[src/rtl/cdb_arbiter_pkg.sv]
// Shared constants and source encoding for the CDB arbiter slice.
package cdb_arbiter_pkg;

  localparam int unsigned CDB_FIFO_DEPTH = 4;
  localparam int unsigned CDB_ROB_W      = 4;
  localparam int unsigned CDB_VALUE_W    = 32;

  typedef enum logic {
    CDB_SRC_ALU = 1'b0,
    CDB_SRC_MEM = 1'b1
  } cdb_src_e;

  // Round-robin tie break: favour whichever source did not win last time.
  function automatic cdb_src_e tie_winner(input cdb_src_e last_grant);
    return (last_grant == CDB_SRC_MEM) ? CDB_SRC_ALU : CDB_SRC_MEM;
  endfunction

endpackage

[src/rtl/cdb_arbiter_if.sv]
// Producer-result / CDB broadcast bundle between the issue pipeline and the arbiter.
interface cdb_arbiter_if #(
  parameter int unsigned ROB_W = 4
);
  logic             rdy_in;
  logic             flush_input;
  logic [ROB_W-1:0] alu_rob_id;
  logic [31:0]      alu_value;
  logic [ROB_W-1:0] mem_rob_id;
  logic [31:0]      mem_value;
  logic             alu_stall;
  logic             mem_stall;
  logic [ROB_W-1:0] cdb_rob_id;
  logic [31:0]      cdb_value;
  logic             overflow_err;

  modport master (
    output rdy_in, flush_input, alu_rob_id, alu_value, mem_rob_id, mem_value,
    input  alu_stall, mem_stall, cdb_rob_id, cdb_value, overflow_err
  );

  modport slave (
    input  rdy_in, flush_input, alu_rob_id, alu_value, mem_rob_id, mem_value,
    output alu_stall, mem_stall, cdb_rob_id, cdb_value, overflow_err
  );
endinterface

[src/rtl/cdb_arbiter_fifo.sv]
// Small per-producer result FIFO; push into a full FIFO is accepted only if it is popped on the same edge.
module cdb_fifo #(
  parameter int unsigned DEPTH = 4,
  parameter int unsigned W     = 36
) (
  input  logic                     clk_in,
  input  logic                     rst_in,
  input  logic                     clr,
  input  logic                     push,
  input  logic                     pop,
  input  logic [W-1:0]             din,
  output logic [W-1:0]             dout,
  output logic                     empty,
  output logic                     full,
  output logic [$clog2(DEPTH):0]   count
);
  localparam int unsigned AW = $clog2(DEPTH);
  localparam int unsigned CW = AW + 1;

  logic [W-1:0]  mem [DEPTH];
  logic [AW-1:0] wr_ptr;
  logic [AW-1:0] rd_ptr;
  logic [CW-1:0] cnt;
  logic          do_push;
  logic          do_pop;

  assign empty   = (cnt == '0);
  assign full    = (cnt == CW'(DEPTH));
  assign count   = cnt;
  assign dout    = mem[rd_ptr];
  assign do_pop  = pop && !empty;
  assign do_push = push && (!full || do_pop);

  // Pointers wrap naturally because DEPTH is a power of two.
  always_ff @(posedge clk_in or posedge rst_in) begin
    if (rst_in) begin
      wr_ptr <= '0;
      rd_ptr <= '0;
      cnt    <= '0;
    end else if (clr) begin
      wr_ptr <= '0;
      rd_ptr <= '0;
      cnt    <= '0;
    end else begin
      if (do_push) wr_ptr <= wr_ptr + AW'(1);
      if (do_pop)  rd_ptr <= rd_ptr + AW'(1);
      cnt <= cnt + CW'(do_push) - CW'(do_pop);
    end
  end

  always_ff @(posedge clk_in) begin
    if (do_push && !clr) mem[wr_ptr] <= din;
  end

endmodule

[src/rtl/cdb_arbiter.sv]
// Round-robin arbiter draining the ALU and MEM result FIFOs onto a single registered CDB.
module cdb_arbiter
  import cdb_arbiter_pkg::*;
#(
  parameter int unsigned DEPTH = CDB_FIFO_DEPTH,
  parameter int unsigned ROB_W = CDB_ROB_W
) (
  input  logic          clk_in,
  input  logic          rst_in,
  cdb_arbiter_if.slave  bus
);
  localparam int unsigned CW = $clog2(DEPTH) + 1;
  localparam int unsigned W  = ROB_W + CDB_VALUE_W;

  logic          go;
  logic          clr;
  logic          alu_push;
  logic          mem_push;
  logic          alu_pop;
  logic          mem_pop;
  logic [W-1:0]  alu_head;
  logic [W-1:0]  mem_head;
  logic          alu_empty;
  logic          mem_empty;
  logic          alu_full;
  logic          mem_full;
  logic [CW-1:0] alu_count;
  logic [CW-1:0] mem_count;
  logic          grant_alu;
  logic          grant_mem;
  logic [W-1:0]  grant_data;
  logic          overflow_set;
  cdb_src_e      last_grant;

  assign go  = bus.rdy_in && !bus.flush_input;
  assign clr = bus.rdy_in && bus.flush_input;

  assign alu_push = go && (bus.alu_rob_id != '0);
  assign mem_push = go && (bus.mem_rob_id != '0);

  // Grant the lone non-empty head, or the one not served last on a tie.
  assign grant_alu = !alu_empty && (mem_empty || (tie_winner(last_grant) == CDB_SRC_ALU));
  assign grant_mem = !mem_empty && !grant_alu;
  assign alu_pop   = go && grant_alu;
  assign mem_pop   = go && grant_mem;

  assign grant_data = grant_alu ? alu_head : (grant_mem ? mem_head : '0);

  assign overflow_set = (alu_push && alu_full && !alu_pop) ||
                        (mem_push && mem_full && !mem_pop);

  // Spare entry absorbs the result already in flight in the producer.
  assign bus.alu_stall = (alu_count >= CW'(DEPTH - 1));
  assign bus.mem_stall = (mem_count >= CW'(DEPTH - 1));

  cdb_fifo #(.DEPTH(DEPTH), .W(W)) u_alu_fifo (
    .clk_in (clk_in),
    .rst_in (rst_in),
    .clr    (clr),
    .push   (alu_push),
    .pop    (alu_pop),
    .din    ({bus.alu_rob_id, bus.alu_value}),
    .dout   (alu_head),
    .empty  (alu_empty),
    .full   (alu_full),
    .count  (alu_count)
  );

  cdb_fifo #(.DEPTH(DEPTH), .W(W)) u_mem_fifo (
    .clk_in (clk_in),
    .rst_in (rst_in),
    .clr    (clr),
    .push   (mem_push),
    .pop    (mem_pop),
    .din    ({bus.mem_rob_id, bus.mem_value}),
    .dout   (mem_head),
    .empty  (mem_empty),
    .full   (mem_full),
    .count  (mem_count)
  );

  // CDB output registers, arbitration history and sticky overflow flag.
  always_ff @(posedge clk_in or posedge rst_in) begin
    if (rst_in) begin
      bus.cdb_rob_id   <= '0;
      bus.cdb_value    <= '0;
      bus.overflow_err <= 1'b0;
      last_grant       <= CDB_SRC_MEM;
    end else if (bus.rdy_in) begin
      if (bus.flush_input) begin
        bus.cdb_rob_id <= '0;
        bus.cdb_value  <= '0;
        last_grant     <= CDB_SRC_MEM;
      end else begin
        bus.cdb_rob_id <= grant_data[W-1 -: ROB_W];
        bus.cdb_value  <= grant_data[CDB_VALUE_W-1:0];
        if (grant_alu)         last_grant <= CDB_SRC_ALU;
        else if (grant_mem)    last_grant <= CDB_SRC_MEM;
        if (overflow_set)      bus.overflow_err <= 1'b1;
      end
    end
  end

endmodule

[src/flat_wrapper.sv]
// flat-port wrapper written by rule: the top's interface ports become plain ports
module cdb_arbiter_flat import cdb_arbiter_pkg::*;
#(
  parameter int unsigned DEPTH = CDB_FIFO_DEPTH,
  parameter int unsigned ROB_W = CDB_ROB_W
)
  (clk_in, rst_in, bus_rdy_in, bus_flush_input, bus_alu_rob_id, bus_alu_value, bus_mem_rob_id, bus_mem_value, bus_alu_stall, bus_mem_stall, bus_cdb_rob_id, bus_cdb_value, bus_overflow_err);
  cdb_arbiter_if #(.ROB_W(ROB_W)) bus_i ();
  input  logic clk_in;
  input  logic rst_in;
  input wire logic [$bits(bus_i.rdy_in)-1:0] bus_rdy_in;
  input wire logic [$bits(bus_i.flush_input)-1:0] bus_flush_input;
  input wire logic [$bits(bus_i.alu_rob_id)-1:0] bus_alu_rob_id;
  input wire logic [$bits(bus_i.alu_value)-1:0] bus_alu_value;
  input wire logic [$bits(bus_i.mem_rob_id)-1:0] bus_mem_rob_id;
  input wire logic [$bits(bus_i.mem_value)-1:0] bus_mem_value;
  output wire logic [$bits(bus_i.alu_stall)-1:0] bus_alu_stall;
  output wire logic [$bits(bus_i.mem_stall)-1:0] bus_mem_stall;
  output wire logic [$bits(bus_i.cdb_rob_id)-1:0] bus_cdb_rob_id;
  output wire logic [$bits(bus_i.cdb_value)-1:0] bus_cdb_value;
  output wire logic [$bits(bus_i.overflow_err)-1:0] bus_overflow_err;
  assign bus_i.rdy_in = bus_rdy_in;
  assign bus_i.flush_input = bus_flush_input;
  assign bus_i.alu_rob_id = bus_alu_rob_id;
  assign bus_i.alu_value = bus_alu_value;
  assign bus_i.mem_rob_id = bus_mem_rob_id;
  assign bus_i.mem_value = bus_mem_value;
  assign bus_alu_stall = bus_i.alu_stall;
  assign bus_mem_stall = bus_i.mem_stall;
  assign bus_cdb_rob_id = bus_i.cdb_rob_id;
  assign bus_cdb_value = bus_i.cdb_value;
  assign bus_overflow_err = bus_i.overflow_err;
  cdb_arbiter #(.DEPTH(DEPTH), .ROB_W(ROB_W)) u_core (.clk_in(clk_in), .rst_in(rst_in), .bus(bus_i));
endmodule
[config.mk]
export PLATFORM = sky130hd
export DESIGN_NAME = cdb_arbiter_flat
export DESIGN_NICKNAME = d
export VERILOG_FILES = /design/src/rtl/cdb_arbiter_pkg.sv /design/src/rtl/cdb_arbiter_if.sv /design/src/rtl/cdb_arbiter_fifo.sv /design/src/rtl/cdb_arbiter.sv /design/src/flat_wrapper.sv
export SDC_FILE = /design/constraint.sdc
export NUM_CORES = 1
export LEC_CHECK = 0
export CAP_MARGIN = 15
export CORE_MARGIN = 1
export CORE_UTILIZATION = 35
export DETAILED_ROUTE_END_ITERATION = 6
export GPL_ROUTABILITY_DRIVEN = 0
export GPL_TIMING_DRIVEN = 0
export PLACE_DENSITY_LB_ADDON = 0.08
export SETUP_SLACK_MARGIN = 0.5
export SYNTH_ARGS = -nofsm -noshare
export SYNTH_HDL_FRONTEND = slang
export SYNTH_HIERARCHICAL = 1
export SYNTH_SLANG_ARGS = --single-unit
[constraint.sdc]
create_clock -name clk_in -period 4.25 [get_ports clk_in]
set_input_delay 0.85 -clock clk_in [delete_from_list [all_inputs] [get_ports clk_in]]
set_output_delay 0.85 -clock clk_in [all_outputs]
set_load 0.01 [all_outputs]
; ---- Yosys cells after proc, flatten, opt, wreduce, memory -nomap -nowiden
; Memory sizes are Yosys's and may differ from the RTL's.
; Index checks and enable logic that the tools add are counted.
[totals]
ff_bits = 52
latch_bits = 0
ramBits = 288
mem_bits_ro = 0
in_bits = 76
mem_count = 2
[op_classes]
addsub = 8
mul = 0
div_mod_pow = 0
magnitude_cmp = 2
n_eq_ne = 2
n_shift = 0
n_mux = 21
bitwise_logic = 1
reduce_logical = 42
[memory_table]
columns = memory, depth, word_bits, rd, rd_ports_with_merged_regs, write_ports, line_no
row1 = u_core.u_alu_fifo.mem, 4, 36, 1, 0, 1, cdb_arbiter_fifo.sv:20  ; logic [W-1:0] mem [DEPTH];
row2 = u_core.u_mem_fifo.mem, 4, 36, 1, 0, 1, cdb_arbiter_fifo.sv:20
[op_table]
columns = cell, n
row1 = 2-to-1 mux 36 bit, 2
row2 = 2-to-1 mux 32 bit, 1
row3 = logical AND 1 bit, 18
row4 = 2-to-1 mux 2 bit, 8
row5 = logical NOT 1 bit, 9
row6 = "adder 2 x 1 -> 2 bit, second input constant", 4
row7 = nonzero test 2 bit, 4
row8 = nonzero test 4 bit, 2
row9 = 2-to-1 mux 1 bit, 7
row10 = adder 3 x 1 -> 3 bit, 2
row11 = "equality test 3 bit, second input constant", 2
row12 = "greater-or-equal comparator 3 x 2 -> 1 bit, second input constant", 2
row13 = logical NOT 3 bit, 2
row14 = 2-to-1 mux 3 bit, 2
row15 = subtractor 3 x 1 -> 3 bit, 2
row16 = logical OR 1 bit, 4
row17 = 2-to-1 mux 4 bit, 1
row18 = AND reduction 3 bit, 1
row19 = nonzero test 3 bit, 1
row20 = AND reduction 2 bit, 1
row21 = NOT 1 bit, 1

; ---- Depth between registers and ports, before layout
[logic_depth]
word_depth = 12
depth_mapped = 12
mapped_depth_nobuf = 11

; ---- Hierarchy
; Netlist, hierarchy kept.
[modules_own_cells]
columns = module, n_inst, cells_each, area_per_inst_um2, seq_area_each_um2
row1 = cdb_fifo, 2, 234, 5701.7, 4499.3
row2 = cdb_arbiter, 1, 140, 1754.2, 952.2

; ---- Least setup slack after synthesis
; No wires, ideal clock.
[synth_timing]
kind = reg2reg
startpoint = register u_core.u_mem_fifo.cnt[1] (netlist: u_core/u_mem_fifo/count[1])
endpoint = memory u_core.u_alu_fifo.mem[0][0], enable pin
setup_ns = 0.397
arrival_ns = 2.850
required_time_ns = 3.853
setup_slack_ns = 1.004
path_stages_with_launch = 8
path_buffers = 1
period_less_slack_ns = 3.246
cell_sequence = dfrtp_1 nor3_1 o21bai_2 nor2_2 buf_4 nor4b_4 nor3b_1 and2_1
[synth_between]
elab_chain_cells = 10
[synth_rtl]
columns = element, line_no
row1 = start: declaration, cdb_arbiter_fifo.sv:23  ; logic [CW-1:0] cnt;
row2 = start signal: assignment, cdb_arbiter_fifo.sv:47  ; cnt <= cnt + CW'(do_push) - CW'(do_pop);
row3 = logical NOT 3 bit, cdb_arbiter_fifo.sv:27  ; assign empty = (cnt == '0);
row4 = net u_core.mem_empty, cdb_arbiter.sv:24  ; logic mem_empty;
row5 = logical OR 1 bit, cdb_arbiter.sv:42  ; assign grant_alu = !alu_empty && (mem_empty || (tie_winner(last_grant) == CDB_SRC_ALU));
row6 = logical AND 1 bit, cdb_arbiter.sv:42
row7 = logical AND 1 bit, cdb_arbiter.sv:44  ; assign alu_pop = go && grant_alu;
row8 = net u_core.alu_pop, cdb_arbiter.sv:19  ; logic alu_pop;
row9 = logical AND 1 bit, cdb_arbiter_fifo.sv:31  ; assign do_pop = pop && !empty;
row10 = logical OR 1 bit, cdb_arbiter_fifo.sv:32  ; assign do_push = push && (!full || do_pop);
row11 = logical AND 1 bit, cdb_arbiter_fifo.sv:32
row12 = logical AND 1 bit, cdb_arbiter_fifo.sv:52  ; if (do_push && !clr) mem[wr_ptr] <= din;
row13 = 2-to-1 mux 1 bit, cdb_arbiter_fifo.sv:52
row14 = 2-to-1 mux 1 bit (implied by the code), cdb_arbiter_fifo.sv:52
row15 = end: declaration, cdb_arbiter_fifo.sv:20
; The timed path passes the listed nets, and every way through them passes these cells.

; ---- Final worst setup path
[layout_timing]
startpoint = input port bus_rdy_in
endpoint = memory u_core.u_mem_fifo.mem[0][1], enable pin
[layout_between]
elab_chain_cells = 8
[layout_rtl]
columns = element, line_no
row1 = start: declaration, flat_wrapper.sv:11  ; input wire logic [$bits(bus_i.rdy_in)-1:0] bus_rdy_in;
row2 = logical AND 1 bit, cdb_arbiter.sv:35  ; assign go = bus.rdy_in && !bus.flush_input;
row3 = logical AND 1 bit, cdb_arbiter.sv:45  ; assign mem_pop = go && grant_mem;
row4 = net u_core.mem_pop, cdb_arbiter.sv:20  ; logic mem_pop;
row5 = logical AND 1 bit, cdb_arbiter_fifo.sv:31
row6 = logical OR 1 bit, cdb_arbiter_fifo.sv:32
row7 = logical AND 1 bit, cdb_arbiter_fifo.sv:32
row8 = logical AND 1 bit, cdb_arbiter_fifo.sv:52
row9 = 2-to-1 mux 1 bit, cdb_arbiter_fifo.sv:52
row10 = 2-to-1 mux 1 bit (implied by the code), cdb_arbiter_fifo.sv:52
row11 = end: declaration, cdb_arbiter_fifo.sv:20
; The timed path passes the listed nets, and every way through them passes these cells.

==> summary.md <==
| Metric | Value |
|---|---|
| Initial antenna violation count | `0` |
| Row count | `70` |
| Post-synth EDFFs | `about 290` |
| R2R Setup Slk | `0.76 ns` |
| Most frequent cells in the layout | `edfxtp_1, clkdlybuf4s50_1, mux4_2, dfrtp_1, clkbuf_16` |
| Critical Path Source | `bus_rdy_in` |
| Worst-Margin Slew | `between 0.7 and 0.8 ns` |
| Yosys warns | `6` |
| Setup CP Type | `input pin to register` |
| Area of the multi-input gates | `about 0.0030 mm²` |
| Mapped Area | `between 0.01 and 0.015 mm²` |
| Internal power | `7.19 mW` |
| Crit end category | `register` |
| Vias | `6416` |
| PortBufs | `114` |
| R2R Path Start | `u_core/u_alu_fifo/count[1]` |
| Clock Latency Late Sink | `roughly 0.52 ns` |
| Fraction of final layout cells sized beyond drive strength 1 | `0.227` |
| Pwr Density | `between 500 and 600 mW/mm²` |
| Startpoint Class | `input pin` |
| Switching share of total power | `0.259` |
| Sequential Power Share | `0.441` |
| Post-synth top flop | `edfxtp_1` |
| 1st-iter DRT viols | `between 300 and 400` |
| CTS root buf | `clkbuf_16` |
| Io pins | `between 100 and 150` |
| Status | `finished clean` |
| CTS tree | `built` |
| DR pass1 iterations | `4` |
| Nets | `860` |
| GR Overflow Total | `0` |
| Clock Pin Slew Worst Setup and Hold Paths | `~0.060 ns` |
| Worst EP arrival | `between 3 and 4 ns` |
| Synth Area per Inst | `approximately 22 µm²` |
| Vias in the first global route | `a little over 7000` |
| Fin crit share | `0.838` |
| # Post-CTS Setup Buffers | `0` |
| Rel. slew slack | `0.507` |
| DIE AREA | `approximately 0.038 mm²` |
| Final setup TNS | `0 ns` |
| Post-CTS Hold Buffers | `0` |
| DR DRC count | `0` |
| WL/cell | `~24 µm` |
| Clock power share | `0.329` |
| Die Span Y | `196 µm` |
| Max VDD drop | `0.264 mV` |
| DP Cell Count | `approximately 1200` |
| Antenna viol nets, final | `0` |
| Final hold violation count | `0` |
| Core Region | `~0.037 mm²` |
| First-pass GRT wire length | `45.8 mm` |
| Leakage | `roughly 5.5 nW` |
| Crit-path max FO | `23` |
| Cells after Synth | `608` |
| Final Non-Filler Cells | `around 1300` |
| DP Wirelength | `around 20 mm` |
| Hold_sp | `u_core/bus.overflow_err` |
| Final setup violating endpoints | `0` |
| Worst hold path class | `register to register` |
| NetSw | `approximately 2.5 mW` |
| Final-layout fill cell count | `between 3000 and 4000` |
| Gr usage total | `0.165` |
| Fmax | `between 0.2 and 0.3 GHz` |
| Fin crit period | `3.56 ns` |
| Drt total wl | `30.5 mm` |
| WP data required | `about 4.5 ns` |
| Most common cell after layout, fill and taps aside | `edfxtp_1` |
| Clock Skew | `roughly 0.0084 ns` |
| Syn Nets | `696` |
| Async SR Flop Fraction | `0.153` |
| Combinational Power Share | `0.230` |
| Area grow syn2layout | `24.3%` |
| Storage element area | `~0.010 mm²` |
| Die width | `roughly 200 µm` |
| Seq cells post-synth | `340` |
| Netlist cell types | `39` |
| Htree depth | `2` |
| Initial core utilization | `0.358` |
| Clk sink count | `between 300 and 400` |
| RSZ-0062 raised after global routing | `no` |
| CTS max path bufs | `3` |
| R2R depth | `8` |
| Vias per cell | `5.05` |
| Max_cap viols | `0` |
| Seq/Total Area, Yosys | `0.756` |
| CTS Buf Count | `39` |
| Antenna diode count | `0` |
| Largest net degree at the start of global routing | `26` |
| Slew Viols, Final | `0` |
| FF-to-FF End | `u_core/u_mem_fifo/mem[0][1]` |
| CP endpoint | `u_core/u_mem_fifo/mem[0][1]` |
## state kept, by name, indices dropped and copies added, names as in the netlist, 2 cells and up
| signal | cells |
|---|---|
| u_core/u_mem_fifo/wr_ptr | 2 |
| u_core/u_mem_fifo/mem | 144 |
| u_core/bus.cdb_value | 32 |
| u_core/u_alu_fifo/rd_ptr | 2 |
| u_core/u_alu_fifo/wr_ptr | 2 |
| u_core/bus.cdb_rob_id | 4 |
| u_core/u_alu_fifo/mem | 144 |
| u_core/u_mem_fifo/count | 3 |
| u_core/u_alu_fifo/count | 3 |
| u_core/u_mem_fifo/rd_ptr | 2 |
## power by group through the flow
stage	clock network, mW	registers, mW	logic, mW
finish	3.19	4.28	2.23
global route	3.41	4.33	2.41
CTS	3.29	4.28	2.30
detailed placement	0	4.35	2.28
global placement	0	4.35	2.19
floorplan	0	4.36	1.27
## worst max-delay path, stage by stage
cell	delay, ns
clkdlybuf4s50_1	0.69
nand2b_4	0.13
nor3_4	0.56
buf_6	0.29
nor4b_4	0.07
nor3b_1	0.32
and2_2	0.53
buf_12	0.27
## cell usage after synthesis (all sizes together) (3+ instances only)
cell,count,area (µm²)
a21o,4,30.0
a221o,36,360
dfrtp,51,1280
nor3,3,26.3
and2,10,62.6
nand2b,6,45.0
nor3b,4,30.0
edfxtp,288,8650
mux4,72,1620
xor2,6,52.6
clkbuf,4,15.0
nor2,16,62.6
nor2b,41,262
ha,10,125
o31ai,3,32.5
buf,24,219
inv,9,33.8
## cell type report
class / instances / share of cell area
flip-flops and latches: 340 / 0.608
clock inverters: 14 / 0.00834
plain buffers: 28 / 0.0143
well taps: 468 / 0.0358
multi-input cells: 231 / 0.181
repair buffers: 123 / 0.0826
inverters: 9 / 0.00206
clock buffers: 57 / 0.0675
## routing by layer
metal / track usage / share of wire / vias to the layer above / wire (µm)
li1: - / - / 2834 / -
met1: 0.209 / 0.40 / 3372 / 12300
met2: 0.294 / 0.53 / 168 / 16000
met3: 0.0256 / 0.052 / 42 / 1590
met4: 0.0420 / 0.019 / 0 / 583
met5: 0 / 0 / - / 0
## logic make-up (layout without fill, tap and decap cells)
family / count (synthesis) / after routing / share of synthesized area
flops: 340 / 340 / 0.756
simple gates: 85 / 85 / 0.0423
mux: 76 / 76 / 0.127
compound gates: 50 / 50 / 0.0361
buf+inv: 37 / 231 / 0.0203
fa+ha+maj: 12 / 12 / 0.0126
xor+xnor: 8 / 8 / 0.00533
## worst min path at each step
stage                                    endpoint  slack (ns)  cells after the start
after floorplan                 u_core/last_grant        0.51                      2
after global placement          u_core/last_grant        0.52                      2
after detailed placement        u_core/last_grant        0.56                      2
after CTS                       u_core/last_grant        0.56                      2
after global routing            u_core/last_grant        0.58                      2
final                     u_core/bus.overflow_err        0.55                      2
## metrics by stage
stage                     cell area, µm²  utilization  hold slack (ns)  total power [mW]  setup slack (ns)
after detailed placement           15100        0.411            0.555              6.62            -0.221
after global routing               16400        0.445            0.578              10.2             0.545
final                              16400        0.445            0.552              9.70             0.691
after CTS                          16400        0.445            0.562              9.87             0.577
after floorplan                    13200            -            0.508              5.63              1.00
after global placement             14900        0.405            0.520              6.54             -1.13
## what timing repair did
action | 4_1_cts | 5_1_grt
pin swaps | 0 | 1
setup endpoints to repair | 144 | 67
cloned | 0 | 0
resized for setup | 5 | 1
endpoints found under the hold margin | 0 | 0
Note: power is estimated with default switching activity, not from simulation.
